$ cat config.mk
export PLATFORM = sky130hd
export DESIGN_NAME = button_conditioner_flat
export DESIGN_NICKNAME = d
export VERILOG_FILES = /design/src/rtl/button_conditioner_pkg.sv /design/src/rtl/button_conditioner_if.sv /design/src/rtl/button_conditioner_btn_debounce_ch.sv /design/src/rtl/button_conditioner.sv /design/src/flat_wrapper.sv
export SDC_FILE = /design/constraint.sdc
export NUM_CORES = 1
export LEC_CHECK = 0
export CAP_MARGIN = 20
export CORE_ASPECT_RATIO = 0.75
export CORE_MARGIN = 2
export CORE_UTILIZATION = 40
export CTS_CLUSTER_DIAMETER = 200
export DETAILED_ROUTE_END_ITERATION = 6
export RECOVER_POWER = 25
export REMOVE_ABC_BUFFERS = 1
export SYNTH_ARGS = -nofsm -noshare
export SYNTH_HDL_FRONTEND = slang
export SYNTH_SLANG_ARGS = --single-unit
$ cat constraint.sdc
create_clock -name clk -period 3.4 [get_ports clk]
set_clock_uncertainty 0.15 [all_clocks]
set_input_delay 0.51 -clock clk [delete_from_list [all_inputs] [get_ports clk]]
set_output_delay 0.51 -clock clk [all_outputs]
set_load 0.02 [all_outputs]
$ cat src/rtl/button_conditioner_pkg.sv
// Shared definitions for the push-button input stage: per-channel debounce
// states and the bit position of each button in the key/level vectors.
package button_conditioner_pkg;

  typedef enum logic [1:0] {
    IDLE         = 2'd0,
    PRESS_WAIT   = 2'd1,
    PRESSED      = 2'd2,
    RELEASE_WAIT = 2'd3
  } btn_state_e;

  localparam int BTN_START = 0;
  localparam int BTN_UP    = 1;
  localparam int BTN_LEFT  = 2;
  localparam int BTN_RIGHT = 3;

endpackage

$ cat src/rtl/button_conditioner_if.sv
// Bundle of raw button pins and the conditioned level/strobe outputs.
// The slave side is the conditioner; the master side drives the pins.
interface button_conditioner_if #(
  parameter int NUM_BTN = 4
);
  logic [NUM_BTN-1:0] key_n;
  logic [NUM_BTN-1:0] btn_level;
  logic [NUM_BTN-1:0] btn_press;
  logic [NUM_BTN-1:0] btn_release;

  modport master (output key_n, input btn_level, btn_press, btn_release);
  modport slave  (input key_n, output btn_level, btn_press, btn_release);
endinterface

$ cat src/rtl/button_conditioner_btn_debounce_ch.sv
// One button channel: 2-FF synchroniser, inversion, debounce FSM with a
// stability counter, and registered level/press/release outputs.
module btn_debounce_ch
  import button_conditioner_pkg::*;
#(
  parameter int DEBOUNCE_CNT = 500000,
  parameter int CNT_W        = 20
) (
  input  logic clk,
  input  logic reset,
  input  logic key_n_i,
  output logic level_o,
  output logic press_o,
  output logic release_o
);

  localparam logic [CNT_W-1:0] CNT_TC = CNT_W'(DEBOUNCE_CNT - 1);

  logic             sync1_q, sync2_q;
  btn_state_e       state_q, state_d;
  logic [CNT_W-1:0] cnt_q, cnt_d;
  logic             level_q, level_d;
  logic             press_q, press_d;
  logic             release_q, release_d;
  logic             s;

  // Synchroniser idles at 1 so reset looks like a released button.
  always_ff @(posedge clk or posedge reset) begin
    if (reset) begin
      sync1_q <= 1'b1;
      sync2_q <= 1'b1;
    end else begin
      sync1_q <= key_n_i;
      sync2_q <= sync1_q;
    end
  end

  assign s = ~sync2_q;

  always_ff @(posedge clk or posedge reset) begin
    if (reset) begin
      state_q   <= IDLE;
      cnt_q     <= '0;
      level_q   <= 1'b0;
      press_q   <= 1'b0;
      release_q <= 1'b0;
    end else begin
      state_q   <= state_d;
      cnt_q     <= cnt_d;
      level_q   <= level_d;
      press_q   <= press_d;
      release_q <= release_d;
    end
  end

  always_comb begin
    state_d   = state_q;
    cnt_d     = cnt_q;
    level_d   = level_q;
    press_d   = 1'b0;
    release_d = 1'b0;
    unique case (state_q)
      IDLE: begin
        level_d = 1'b0;
        if (s) begin
          state_d = PRESS_WAIT;
          cnt_d   = '0;
        end
      end
      PRESS_WAIT: begin
        if (!s) begin
          state_d = IDLE;
          cnt_d   = '0;
        end else if (cnt_q == CNT_TC) begin
          state_d = PRESSED;
          cnt_d   = '0;
          level_d = 1'b1;
          press_d = 1'b1;
        end else begin
          cnt_d = cnt_q + 1'b1;
        end
      end
      PRESSED: begin
        level_d = 1'b1;
        if (!s) begin
          state_d = RELEASE_WAIT;
          cnt_d   = '0;
        end
      end
      RELEASE_WAIT: begin
        if (s) begin
          state_d = PRESSED;
          cnt_d   = '0;
        end else if (cnt_q == CNT_TC) begin
          state_d   = IDLE;
          cnt_d     = '0;
          level_d   = 1'b0;
          release_d = 1'b1;
        end else begin
          cnt_d = cnt_q + 1'b1;
        end
      end
      default: begin
        state_d = IDLE;
        cnt_d   = '0;
        level_d = 1'b0;
      end
    endcase
  end

  assign level_o   = level_q;
  assign press_o   = press_q;
  assign release_o = release_q;

endmodule

$ cat src/rtl/button_conditioner.sv
// Input stage for the game top level: NUM_BTN independent debounced channels
// (0=start 1=up 2=left 3=right) producing level, press and release.
module button_conditioner
  import button_conditioner_pkg::*;
#(
  parameter int NUM_BTN      = 4,
  parameter int DEBOUNCE_CNT = 500000,
  parameter int CNT_W        = 20
) (
  input  logic                 clk,
  input  logic                 reset,
  button_conditioner_if.slave  btn
);

  logic [NUM_BTN-1:0] level_w;
  logic [NUM_BTN-1:0] press_w;
  logic [NUM_BTN-1:0] release_w;

  for (genvar gi = 0; gi < NUM_BTN; gi++) begin : g_ch
    btn_debounce_ch #(
      .DEBOUNCE_CNT (DEBOUNCE_CNT),
      .CNT_W        (CNT_W)
    ) u_ch (
      .clk       (clk),
      .reset     (reset),
      .key_n_i   (btn.key_n[gi]),
      .level_o   (level_w[gi]),
      .press_o   (press_w[gi]),
      .release_o (release_w[gi])
    );
  end

  assign btn.btn_level   = level_w;
  assign btn.btn_press   = press_w;
  assign btn.btn_release = release_w;

endmodule

$ cat src/flat_wrapper.sv
// flat-port wrapper written by rule: the top's interface ports become plain ports
module button_conditioner_flat import button_conditioner_pkg::*;
#(
  parameter int NUM_BTN      = 4,
  parameter int DEBOUNCE_CNT = 500000,
  parameter int CNT_W        = 20
)
  (clk, reset, btn_key_n, btn_btn_level, btn_btn_press, btn_btn_release);
  button_conditioner_if #(.NUM_BTN(NUM_BTN)) btn_i ();
  input  logic clk;
  input  logic reset;
  input wire logic [$bits(btn_i.key_n)-1:0] btn_key_n;
  output wire logic [$bits(btn_i.btn_level)-1:0] btn_btn_level;
  output wire logic [$bits(btn_i.btn_press)-1:0] btn_btn_press;
  output wire logic [$bits(btn_i.btn_release)-1:0] btn_btn_release;
  assign btn_i.key_n = btn_key_n;
  assign btn_btn_level = btn_i.btn_level;
  assign btn_btn_press = btn_i.btn_press;
  assign btn_btn_release = btn_i.btn_release;
  button_conditioner #(.NUM_BTN(NUM_BTN), .DEBOUNCE_CNT(DEBOUNCE_CNT), .CNT_W(CNT_W)) u_core (.clk(clk), .reset(reset), .btn(btn_i));
endmodule
==> After elaboration in Yosys (flattened, before gate mapping) <==
Cells that the tools add are included.
{ "totals": {"reg_bits": 108, "latch_bits": 0, "ramBits": 0, "romBits": 0, "in_bits": 6, "out_inout_bits": 12, "wordCells": 188, "n_memories": 0} }
{ "op_classes": {"add_sub_neg": 4, "multipliers": 0, "n_div": 0, "magnitude_cmp": 0, "n_eq_ne": 48, "shift": 0, "mux": 92, "bitwise_logic": 0, "n_reduce_logical": 16} }
{ "op_table": {"columns": ["cell", "count"], "rows": [
  ["$mux 20", 20],
  ["$pmux 20 s4", 4],
  ["$add 20x1->20 const B", 4],
  ["$eq 20x19->1 const B", 4],
  ["$mux 2", 24],
  ["$ne 2x2->1 const B", 24],
  ["$mux 1", 36],
  ["$pmux 2 s4", 4],
  ["$reduce_and 4->1", 8],
  ["$ne 3x3->1 const B", 8],
  ["$eq 2x2->1 const B", 8],
  ["$pmux 1 s4", 4],
  ["$eq 2x1->1 const B", 4],
  ["$logic_not 2->1", 4],
  ["$reduce_and 2->1", 4]
]} }

==> Longest topological paths before layout <==
Gate-level depths: netlist (run 1).
{ "depth": {"depth_word": 4, "depth_mapped": 8, "depth_no_buf": 7} }

==> Modules after synthesis <==
A second synthesis (run 1) with hierarchy kept.
{ "unflattened": {"cells_unflattened": 691, "area_unflattened_um2": 6359.8} }
{ "by_module_without_submodules": {"columns": ["mod", "instances", "cells_per_inst", "area_per_inst_um2", "seq_area_each_um2"], "rows": [
  ["btn_debounce_ch at u_core.g_ch[0].u_ch ...", 3, 169, 1581.5, 678.2],
  ["btn_debounce_ch at u_core.g_ch[3].u_ch", 1, 184, 1615.3, 678.2]
]} }

==> Worst setup path before layout (run 1) <==
No wires, ideal clock.
{ "synth_path": {"kind": "register -> register", "from": "reg u_core.g_ch[0].u_ch.state_q[0]", "to": "reg u_core.g_ch[0].u_ch.cnt_q[7]", "setup_time_ns": 0.121, "arrival_ns": 1.808, "required_ns": 3.129, "path_slack_ns": 1.321, "stages_incl_launch_ff": 8, "path_buffers": 0, "synth_period_minus_slack_ns": 2.079, "path_cell_list": "dfrtp_1 -> inv_1 -> ha_1 -> mux2_2 -> nor3_2 -> and3_1 -> xnor2_1 -> nor2_1"} }
{ "synth_via": {"elab_chain_len": 3, "elab_cells_between_ends": 8, "cone_classes": "5 x eq/ne; 1 x mux; 2 x reduce/logical"} }
{ "synth_rtl": {"columns": ["item", "line", "text"], "rows": [
  ["from (decl)", "button_conditioner_btn_debounce_ch.sv:20", "btn_state_e state_q, state_d;"],
  ["from (signal assigned)", "button_conditioner_btn_debounce_ch.sv:48", "state_q <= state_d;"],
  ["$eq 2x2->1 / $logic_not 2->1 (equally long branches)", "button_conditioner_btn_debounce_ch.sv:62", "unique case (state_q)"],
  ["$ne 2x2->1 (no source line)", null, null],
  ["$reduce_and 2->1 (no source line)", null, null],
  ["to (signal assigned)", "button_conditioner_btn_debounce_ch.sv:49", "cnt_q <= cnt_d;"],
  ["to (decl)", "button_conditioner_btn_debounce_ch.sv:21", "logic [CNT_W-1:0] cnt_q, cnt_d;"]
]} }
Several ways; a longest one is shown, not always the timed one.
A chain may end at the register's enable or synchronous reset.

==> Worst setup path after layout (run 1) <==
{ "layout_path": {"from": "reg u_core.g_ch[3].u_ch.cnt_q[0]", "to": "reg u_core.g_ch[3].u_ch.cnt_q[14]"} }
{ "layout_via": {"elab_chain_len": 4, "elab_cells_between_ends": 6, "cone_classes": "1 x add/sub; 1 x eq/ne; 4 x mux"} }
{ "layout_rtl": {"columns": ["item", "line"], "rows": [
  ["from (decl)", "button_conditioner_btn_debounce_ch.sv:21"],
  ["from (signal assigned)", "button_conditioner_btn_debounce_ch.sv:49"],
  ["$add 20x1->20 / $eq 20x19->1 (equally long branches)", null],
  ["$mux 20 *", "button_conditioner_btn_debounce_ch.sv:74, button_conditioner_btn_debounce_ch.sv:94"],
  ["$mux 20 (on tied branches)", "button_conditioner_btn_debounce_ch.sv:91, button_conditioner_btn_debounce_ch.sv:71"],
  ["$pmux 20 s4 *", "button_conditioner_btn_debounce_ch.sv:62"]
]} }
Every way passes the cells marked *; elsewhere a longest branch is shown, timed or not.

==> results of run 1 <==
## sequential cells by signal (all words and copies together) (netlist names), named ones only
signal,cells
u_core.g_ch.u_ch.cnt_q,80
u_core.g_ch.u_ch.level_o,4
u_core.g_ch.u_ch.press_o,4
u_core.g_ch.u_ch.release_o,4
u_core.g_ch.u_ch.state_q,4
u_core.g_ch.u_ch.sync1_q,4
u_core.g_ch.u_ch.sync2_q,4
## kinds of logic (layout without fill, tap and decap cells)
| logic type | after synthesis | after routing | share of synthesized area, % |
|---|---|---|---|
| buffers and inverters | 51 | 57 | 4.54 |
| adders and majority gates | 20 | 20 | 4.16 |
| and+or+nand+nor | 289 | 289 | 25.7 |
| muxes | 15 | 15 | 2.75 |
| AOI/OAI and AO/OA | 93 | 93 | 11.0 |
| xor gates and xnor gates | 46 | 46 | 6.71 |
| DFF | 108 | 108 | 45.1 |
## path summary, 6_finish.rpt
kind,start,to,slack [ns]
min in group asynchronous,reset,u_core.g_ch[2].u_ch.cnt_q[10]$_DFFE_PP0P_,0.61
max in group asynchronous,reset,u_core.g_ch[3].u_ch.sync2_q$_DFF_PP1_,1.76
hold reg to reg,u_core.g_ch[3].u_ch.sync1_q$_DFF_PP1_,u_core.g_ch[3].u_ch.sync2_q$_DFF_PP1_,0.21
hold / removal,u_core.g_ch[3].u_ch.sync1_q$_DFF_PP1_,u_core.g_ch[3].u_ch.sync2_q$_DFF_PP1_,0.21
setup reg to reg,u_core.g_ch[3].u_ch.cnt_q[0]$_DFFE_PP0P_,u_core.g_ch[3].u_ch.cnt_q[14]$_DFFE_PP0P_,0.90
setup / recovery,u_core.g_ch[3].u_ch.cnt_q[0]$_DFFE_PP0P_,u_core.g_ch[3].u_ch.cnt_q[14]$_DFFE_PP0P_,0.90
## layer usage
| layer | global-route usage [%] | up-vias | routed length, um |
|---|---|---|---|
| li1 | - | 2193 | - |
| met1 | 21.6 | 2136 | 6070 |
| met2 | 24.2 | 67 | 5070 |
| met3 | 3.58 | 16 | 361 |
| met4 | 5.32 | 0 | 161 |
| met5 | 0 | - | 0 |
## where the power goes
part           total (mW)  switching (mW)  internal [mW]
logic                1.31           0.840          0.471
clock network        1.19           0.482          0.708
registers            1.52           0.115           1.41
## final cells by class
| class | instances | area, um^2 | share of cell area [%] |
|---|---|---|---|
| Clock buffer | 13 | 270 | 4.09 |
| Clock inverter | 3 | 68.8 | 1.04 |
| Inverter | 21 | 81.3 | 1.23 |
| Multi-Input combinational cell | 463 | 3020 | 45.7 |
| Sequential cell | 108 | 2710 | 41.0 |
| Tap cell | 200 | 250 | 3.79 |
| Timing Repair Buffer | 20 | 205 | 3.10 |
## worst reg2reg max path, delay by kind of cell (launching register included)
kind | cells | cell delay, ns
compound gates | 2 | 0.88
fa+ha+maj | 1 | 0.26
flops | 1 | 0.41
simple gates | 3 | 0.68
## synthesized netlist by cell type (3+ instances only)
cell type  count
a22o_1         6
nand3_1       40
buf_6          4
and2_1         4
dfrtp_1      100
a31oi_1        5
nor3_2         3
buf_4         12
nand2b_1       4
a21o_1         3
o31ai_1        7
and3_1         9
nor2_1        83
nor4_1         7
xor2_1        39
nand4_1       25
xnor2_1        7
and4_1         5
or2_2          5
nor4b_1        4
mux2i_1        9
inv_1         21
a21oi_1       16
nand4b_1       3
dfstp_2        8
or4_1          3
mux2_2         4
nand2_1       58
o21ai_0       27
nor3_1        16
clkbuf_1       9
ha_1          20
buf_2          5
nor2b_1        3
==> run metrics, run 1 <==
DR vias=4412; final instance area=6610 um^2; peak supply drop=0.000262 V; Post-synth ARST share=100%; Worst path depth=6; RSZ-0062 raised after global routing=false; final setup margin=0.903 ns; global route total overflow=0; most frequent cells in the layout=dfrtp_1, nor2_1, nand2_1; CTS resizes=0; Vias/cell=5.33; cell total after placement=812; crit path DAT=2.60 ns; top_reg_cell synth=dfrtp_1; most common cell after layout, fill and taps aside=dfrtp_1; vias in the first global route=4251; cell area after placement=6270 um^2; hold buffer count at CTS=0; die height=110 um; root buffer cell=clkbuf_16; routed len/inst=14.1 um; kind of critical path=reg -> reg; clock sinks=108; max cap viols=0; highest fanout seen on the critical path=17; top cell type's share of synthesized area=41.6%; fillers=1395; CTS clock-pin slew for the worst setup and hold paths=0.07 ns; Synth area leaders=dfrtp_1, xor2_1, nor2_1; Power Total=4.02 mW; Nets=649; worst path required time=3.50 ns; Startpoint Class=register; TritonRoute pass-1 iters=5; Hold Path Depth=0; DR iter-0 viols=283; drt drc=0; post-synthesis cell count=622; buffer count from post-CTS setup fixing=0; largest net degree at the start of global routing=56; register area share after synthesis=45.1%; CP Capture Type=register; area growth from synthesis to layout=10.0%; syn avg cell area=9.66 um^2; Final min period=2.50 ns; Buf/Inv on CP=0; Hold WC Path Type=reg -> reg; Max Buffers Root-to-Sink=2; worst-skew pair later-pin latency=0.36 ns; Lkg Pwr=2.77 nW; TNS Setup=0 ns; core area=14600 um^2; die area=16000 um^2; Cell Count, Final, Fillers Out=828; CTS HTree Levels=3; first-pass GRT wire length=20400 um; PortBufs=17; crit-path cells=ha_1 > and4_1 > nand3_1 > o21ai_2 > nor2_1 > a31o_2; Final Core Density=45.3%; Final setup viols=0; total wire length=11700 um; Total Routing Usage GR=15.5%; Rel. slew slack=50.2%; Synth area leader=dfrtp_1; Final Hold Fails=0; final period utilization=73.5%; status=complete, no violations; I/O pin count=18; n_diodes=0; Slew Viols, Final=0; Post-Place Setup Slack=0.933 ns; pwr dens=608 nW/um^2; Max Freq=400 MHz; Die Wd=146 um; yosys warns=0; critical path's largest stage delay=0.58 ns; Cell Rows=38; worst r2r path cells=6; clock buffer count from CTS=9; share of layout cells above drive strength 1=9.39%; Yosys cell types=68; critical path's top delay family=compound AO/OA/AOI/OAI gates; Routed Antenna Nets=0; post-synthesis cell area=6010 um^2; hold slack=0.206 ns; Synth Register Bits=108; Post-synth EDFFs=0; Worst path slowest cell=o21ai_2; Least-Margin Pin Slew=0.747 ns; initial antenna violation count=0; routability cong.=0.834; post-DP HPWL=8050 um; initial core utilization=41.2%; CTS tree=done
(Power assumes the default switching activity.)
==> run 2, diff against run 1 <==
clock period = 2.6 ns   (was 3.4 ns; I/O delays follow)
==> run 2 against run 1 <==
The flow now finishes with violations (capacitance limit, slew limit). Sequential share of layout area fell by 0.20 points. Highest routed layer unchanged. Global-route usage rose by 0.67 points. Sequential power increased by 31%. Fmax is 6.4% higher. Largest power group unchanged. Combinational power grew 34%. Power grew 28%. Wire length up 5.4%. Non-clock buffer count is 8 higher. Final area grew 0.49%. Critical path type unchanged. Core utilization grew 0.22 points.
==> run metrics, run 2 (synthesis results as in run 1) <==
highest fanout seen on the critical path=7; Final setup viols=0; TritonRoute pass-1 iters=5; drt drc=0; most common cell after layout, fill and taps aside=dfrtp_1; Final Hold Fails=0; Startpoint Class=register; Die Wd=146 um; status=complete, but fails checks; area growth from synthesis to layout=10.6%; Worst R2R End=u_core.g_ch[0].u_ch.cnt_q[16]$_DFFE_PP0P_; reg2reg setup slack=0.25 ns; die height=110 um; critical path's largest stage delay=0.44 ns; PortBufs=17; Least-Margin Pin Slew=1.80 ns; failing checks=capacitance limit, slew limit; I/O pin count=18; routability cong.=0.793; cell total after placement=820; buffer count from post-CTS setup fixing=0; Hold Path Sink=u_core.g_ch[2].u_ch.sync2_q$_DFF_PP1_; CTS HTree Levels=3; most frequent CP cell=nor2_1; Cell Rows=38; CTS tree=done; most frequent cells in the layout=dfrtp_1, nor2_1, nand2_1; routed len/inst=14.7 um; peak supply drop=0.000415 V; CP Capture Type=register; initial core utilization=41.2%; Total Routing Usage GR=16.2%; part of the power in combinational logic=34.2%; worst r2r path cells=7; Slew Viols, Final=43; root buffer cell=clkbuf_16; Hold WC Path Type=reg -> reg; Rel. slew slack=-19.8%; worst-skew pair later-pin latency=0.35 ns; first-pass GRT wire length=21200 um; Vias/cell=5.41; Final min period=2.35 ns; Hold Path Depth=0; n_diodes=0; GR Layer Usage met3=3.09%; switching power=1.88 mW; Lkg Pwr=2.79 nW; Nets=657; Sw Share=36.6%; met2 usage=25.1%; DR iter-0 viols=303; Routed Antenna Nets=0; die area=16000 um^2; share of layout cells above drive strength 1=10.4%; DR vias=4521; Max Buffers Root-to-Sink=2; TNS Setup=0 ns; max cap viols=1; Power Total=5.14 mW; worst path required time=2.69 ns; reg2reg start=u_core.g_ch[0].u_ch.state_q[0]$_DFFE_PP0P_; final period utilization=90.2%; clock buffer count from CTS=9; gr busiest metal=met2; Max Freq=426 MHz; Cell Count, Final, Fillers Out=836; global route total overflow=0; Largest Register=u_core.g_ch.u_ch.cnt_q; vias in the first global route=4324; post-DP HPWL=8750 um; Cell Int Power=3.26 mW; max reg flops=80; Seq pwr share=38.7%; pwr dens=774 nW/um^2; core area=14600 um^2; fillers=1397; clock sinks=108; initial antenna violation count=0; min-delay src=u_core.g_ch[2].u_ch.sync1_q$_DFF_PP1_; largest net degree at the start of global routing=44; RSZ-0062 raised after global routing=false; crit path DAT=2.44 ns; met1 Usage GRT=23.1%; kind of critical path=reg -> reg; total wire length=12300 um; clock power share=27.2%; crit-path cells=inv_1 > ha_1 > mux2_2 > nor2_1 > nand3_1 > xor2_1 > nor2_1; Worst path slowest cell=dfrtp_1; CTS clock-pin slew for the worst setup and hold paths=0.07 ns
==> run 2: metal layers <==
metal | part of all wire (%) | vias to the layer above
met5 | 0 | -
met4 | 1.1 | 0
met3 | 2.7 | 10
met2 | 45 | 70
met1 | 52 | 2222
li1 | - | 2219
==> run 2: worst max path at each step <==
| stage | endpoint | startpoint | slack (ns) |
|---|---|---|---|
| after floorplan | asynchronous set/reset pin | reset | -0.77 |
| after global placement | u_core.g_ch[3].u_ch.cnt_q[14]$_DFFE_PP0P_ | u_core.g_ch[3].u_ch.cnt_q[0]$_DFFE_PP0P_ | 0.22 |
| after detailed placement | u_core.g_ch[3].u_ch.cnt_q[14]$_DFFE_PP0P_ | u_core.g_ch[3].u_ch.cnt_q[0]$_DFFE_PP0P_ | 0.16 |
| after CTS | u_core.g_ch[3].u_ch.cnt_q[14]$_DFFE_PP0P_ | u_core.g_ch[3].u_ch.cnt_q[0]$_DFFE_PP0P_ | 0.14 |
| after global routing | u_core.g_ch[0].u_ch.cnt_q[18]$_DFFE_PP0P_ | u_core.g_ch[0].u_ch.state_q[0]$_DFFE_PP0P_ | 0.07 |
| final | u_core.g_ch[0].u_ch.cnt_q[16]$_DFFE_PP0P_ | u_core.g_ch[0].u_ch.state_q[0]$_DFFE_PP0P_ | 0.25 |
==> run 2: power groups by stage <==
stage          combinational (mW)  clock (mW)  sequential [mW]
2_1_floorplan                1.26           0             2.02
3_3_place_gp                 1.71           0             2.00
3_5_place_dp                 1.76           0             2.01
4_1_cts                      1.76        1.45             1.99
5_1_grt                      1.99        1.52             2.01
6_report                     1.76        1.40             1.99
==> run 2: per-stage QoR <==
step	worst slack [ns]	area, um^2	utilization (%)	hold WS (ns)
after floorplan	-0.772	5810	-	0.195
after global placement	0.221	6330	43.4	0.195
after detailed placement	0.162	6330	43.4	0.197
after CTS	0.139	6630	45.4	0.208
after global routing	0.0679	6640	45.5	0.213
final	0.254	6640	45.5	0.207
==> run 2: critical path: cells and delay by family, from the launching register on <==
| kind | cells | cell delay (ns) |
|---|---|---|
| DFF | 1 | 0.44 |
| muxes | 1 | 0.38 |
| buffers and inverters | 1 | 0.14 |
| adders and majority gates | 1 | 0.28 |
| and+or+nand+nor | 3 | 0.67 |
| xor gates and xnor gates | 1 | 0.17 |
==> run 2: what timing repair did <==
item | CTS | global route
endpoints found under the setup margin | 0 | 9
hold buffers | 0 | 0
gates resized for setup | 0 | 2
==> run 2: area by class of cell <==
type	count	area [um^2]	area share (%)
multi-input cells	463	3040	45.7
flip-flops and latches	108	2710	40.8
repair buffers	28	265	3.99
well taps	200	250	3.77
clock buffers	10	239	3.60
inverters	21	78.8	1.19
clock inverters	6	61.3	0.923
==> run 3, diff against run 2 <==
CORE_UTILIZATION = 62   (was 40)
PLACE_DENSITY = 0.8   (was unset)
==> run 3 against run 2 <==
The flow still finishes with violations (capacitance limit, slew limit). Power shrank 0.24%. Wire length shrank 3.6%. Final cell count shrank 8.4%.
==> run metrics, run 3 (synthesis results as in run 1) <==
area growth from synthesis to layout=8.93%; Least-Margin Pin Slew=1.67 ns; post-DP HPWL=8160 um; highest fanout seen on the critical path=8; n_diodes=0; min-delay src=u_core.g_ch[3].u_ch.sync1_q$_DFF_PP1_; routed len/inst=15.5 um; initial antenna violation count=0; status=complete, but fails checks; routability cong.=0.877; root buffer cell=clkbuf_16; crit-path cells=inv_1 > ha_1 > mux2_2 > nor3_2 > and3_1 > xnor2_1 > nor2_1; DR vias=4632; Cell Count, Final, Fillers Out=766; first-pass GRT wire length=21000 um; drt drc=0; Lkg Pwr=2.79 nW; hold slack=0.207 ns; most common cell after layout, fill and taps aside=dfrtp_1; Buf/Inv on CP=1; worst-skew pair later-pin latency=0.34 ns; worst r2r path cells=7; TritonRoute pass-1 iters=5; Final Hold Fails=0; Startpoint Class=register; I/O pin count=18; Max Buffers Root-to-Sink=2; total wire length=11800 um; reg2reg setup slack=0.25 ns; worst path required time=2.68 ns; Die Wd=118 um; CTS tree=done; area of the multi-input gates=3030 um^2; kind of critical path=reg -> reg; critical path's largest stage delay=0.47 ns; vias in the first global route=4509; failing checks=capacitance limit, slew limit; Routed Antenna Nets=0; Worst path slowest cell=nor3_2; die height=89.3 um; Final setup viols=0; Rel. slew slack=-11.5%; pwr dens=784 nW/um^2; cell total after placement=750; Hold Path Sink=u_core.g_ch[3].u_ch.sync2_q$_DFF_PP1_; critical path's top delay family=simple AND/OR/NAND/NOR gates; CTS HTree Levels=3; max cap viols=1; max reg flops=80; clock sinks=108; Worst R2R End=u_core.g_ch[0].u_ch.cnt_q[7]$_DFFE_PP0P_; Vias/cell=6.05; Total Routing Usage GR=24.6%; fillers=737; most frequent cells in the layout=dfrtp_1, nor2_1, nand2_1; core area=9540 um^2; global route total overflow=0; Final min period=2.35 ns; clock buffer count from CTS=9; Hold WC Path Type=reg -> reg; buffer count from post-CTS setup fixing=0; largest net degree at the start of global routing=43; CTS clock-pin slew for the worst setup and hold paths=0.07 ns; final period utilization=90.3%; Max Freq=426 MHz; die area=10500 um^2; Slew Viols, Final=41; Reg area=2710 um^2; DR iter-0 viols=460; share of layout cells above drive strength 1=9.94%; peak supply drop=0.000475 V; Cell Rows=31; CP Capture Type=register; Largest Register=u_core.g_ch.u_ch.cnt_q; Hold Path Depth=0; initial core utilization=63.0%; crit path DAT=2.43 ns; Nets=655; RSZ-0062 raised after global routing=false; PortBufs=17; reg2reg start=u_core.g_ch[0].u_ch.state_q[0]$_DFFE_PP0P_
run 3: what timing repair did:
item | CTS | global route
hold endpoints to repair | 0 | 0
hold buffers | 0 | 0
resized for setup | 0 | 1
setup endpoints to repair | 0 | 6
run 3: power breakdown:
group	switching, mW	internal, mW
sequential	0.152	1.84
clock	0.595	0.773
combinational	1.11	0.655
total	1.86	3.27
run 3: cell type report:
class / count / share of cell area [%]
inverter: 21 / 1.20
multi-input combinational: 463 / 46.3
timing repair buffer: 26 / 4.01
tap: 132 / 2.52
clock buffer: 12 / 3.77
sequential: 108 / 41.4
clock inverter: 4 / 0.746
run 3: worst register-to-register path: stages, from the launching register on:
cell and delay (ns):
dfrtp_1 0.42, inv_1 0.13, ha_1 0.28, mux2_2 0.36
nor3_2 0.47, and3_1 0.25, xnor2_1 0.12, nor2_1 0.06
run 3: layer usage:
layer / GRT usage (%) / wire, um / share of wire [%] / vias to the layer above
met1: 33.4 / 5560 / 47 / 2273
met5: 0 / 0 / 0 / -
li1: - / - / - / 2214
met2: 40.8 / 5600 / 47 / 123
met3: 5.04 / 520 / 4.4 / 22
met4: 7.56 / 163 / 1.4 / 0
run 3: per-stage QoR:
stage | worst slack, ns | total power [mW] | util (%) | area [um^2] | TNS (ns)
3_3_place_gp | 0.279 | 3.68 | 65.4 | 6240 | 0
6_report | 0.251 | 5.13 | 68.6 | 6550 | 0
5_1_grt | 0.111 | 5.47 | 68.6 | 6550 | 0
4_1_cts | 0.116 | 5.15 | 68.5 | 6540 | 0
2_1_floorplan | -0.772 | 3.27 | - | 5810 | -77.44
3_5_place_dp | 0.134 | 3.76 | 65.4 | 6240 | 0
run 3: worst max path at each step:
| stage | cells after the start | to | slack, ns | start |
|---|---|---|---|---|
| after floorplan | 1 | asynchronous set/reset pin | -0.77 | reset |
| after global placement | 6 | u_core.g_ch[3].u_ch.cnt_q[14]$_DFFE_PP0P_ | 0.28 | u_core.g_ch[3].u_ch.cnt_q[0]$_DFFE_PP0P_ |
| after detailed placement | 6 | u_core.g_ch[3].u_ch.cnt_q[14]$_DFFE_PP0P_ | 0.13 | u_core.g_ch[3].u_ch.cnt_q[0]$_DFFE_PP0P_ |
| after CTS | 6 | u_core.g_ch[3].u_ch.cnt_q[14]$_DFFE_PP0P_ | 0.12 | u_core.g_ch[3].u_ch.cnt_q[0]$_DFFE_PP0P_ |
| after global routing | 2 | u_core.g_ch[1].u_ch.cnt_q[0]$_DFFE_PP0P_ | 0.11 | reset |
| final | 7 | u_core.g_ch[0].u_ch.cnt_q[7]$_DFFE_PP0P_ | 0.25 | u_core.g_ch[0].u_ch.state_q[0]$_DFFE_PP0P_ |
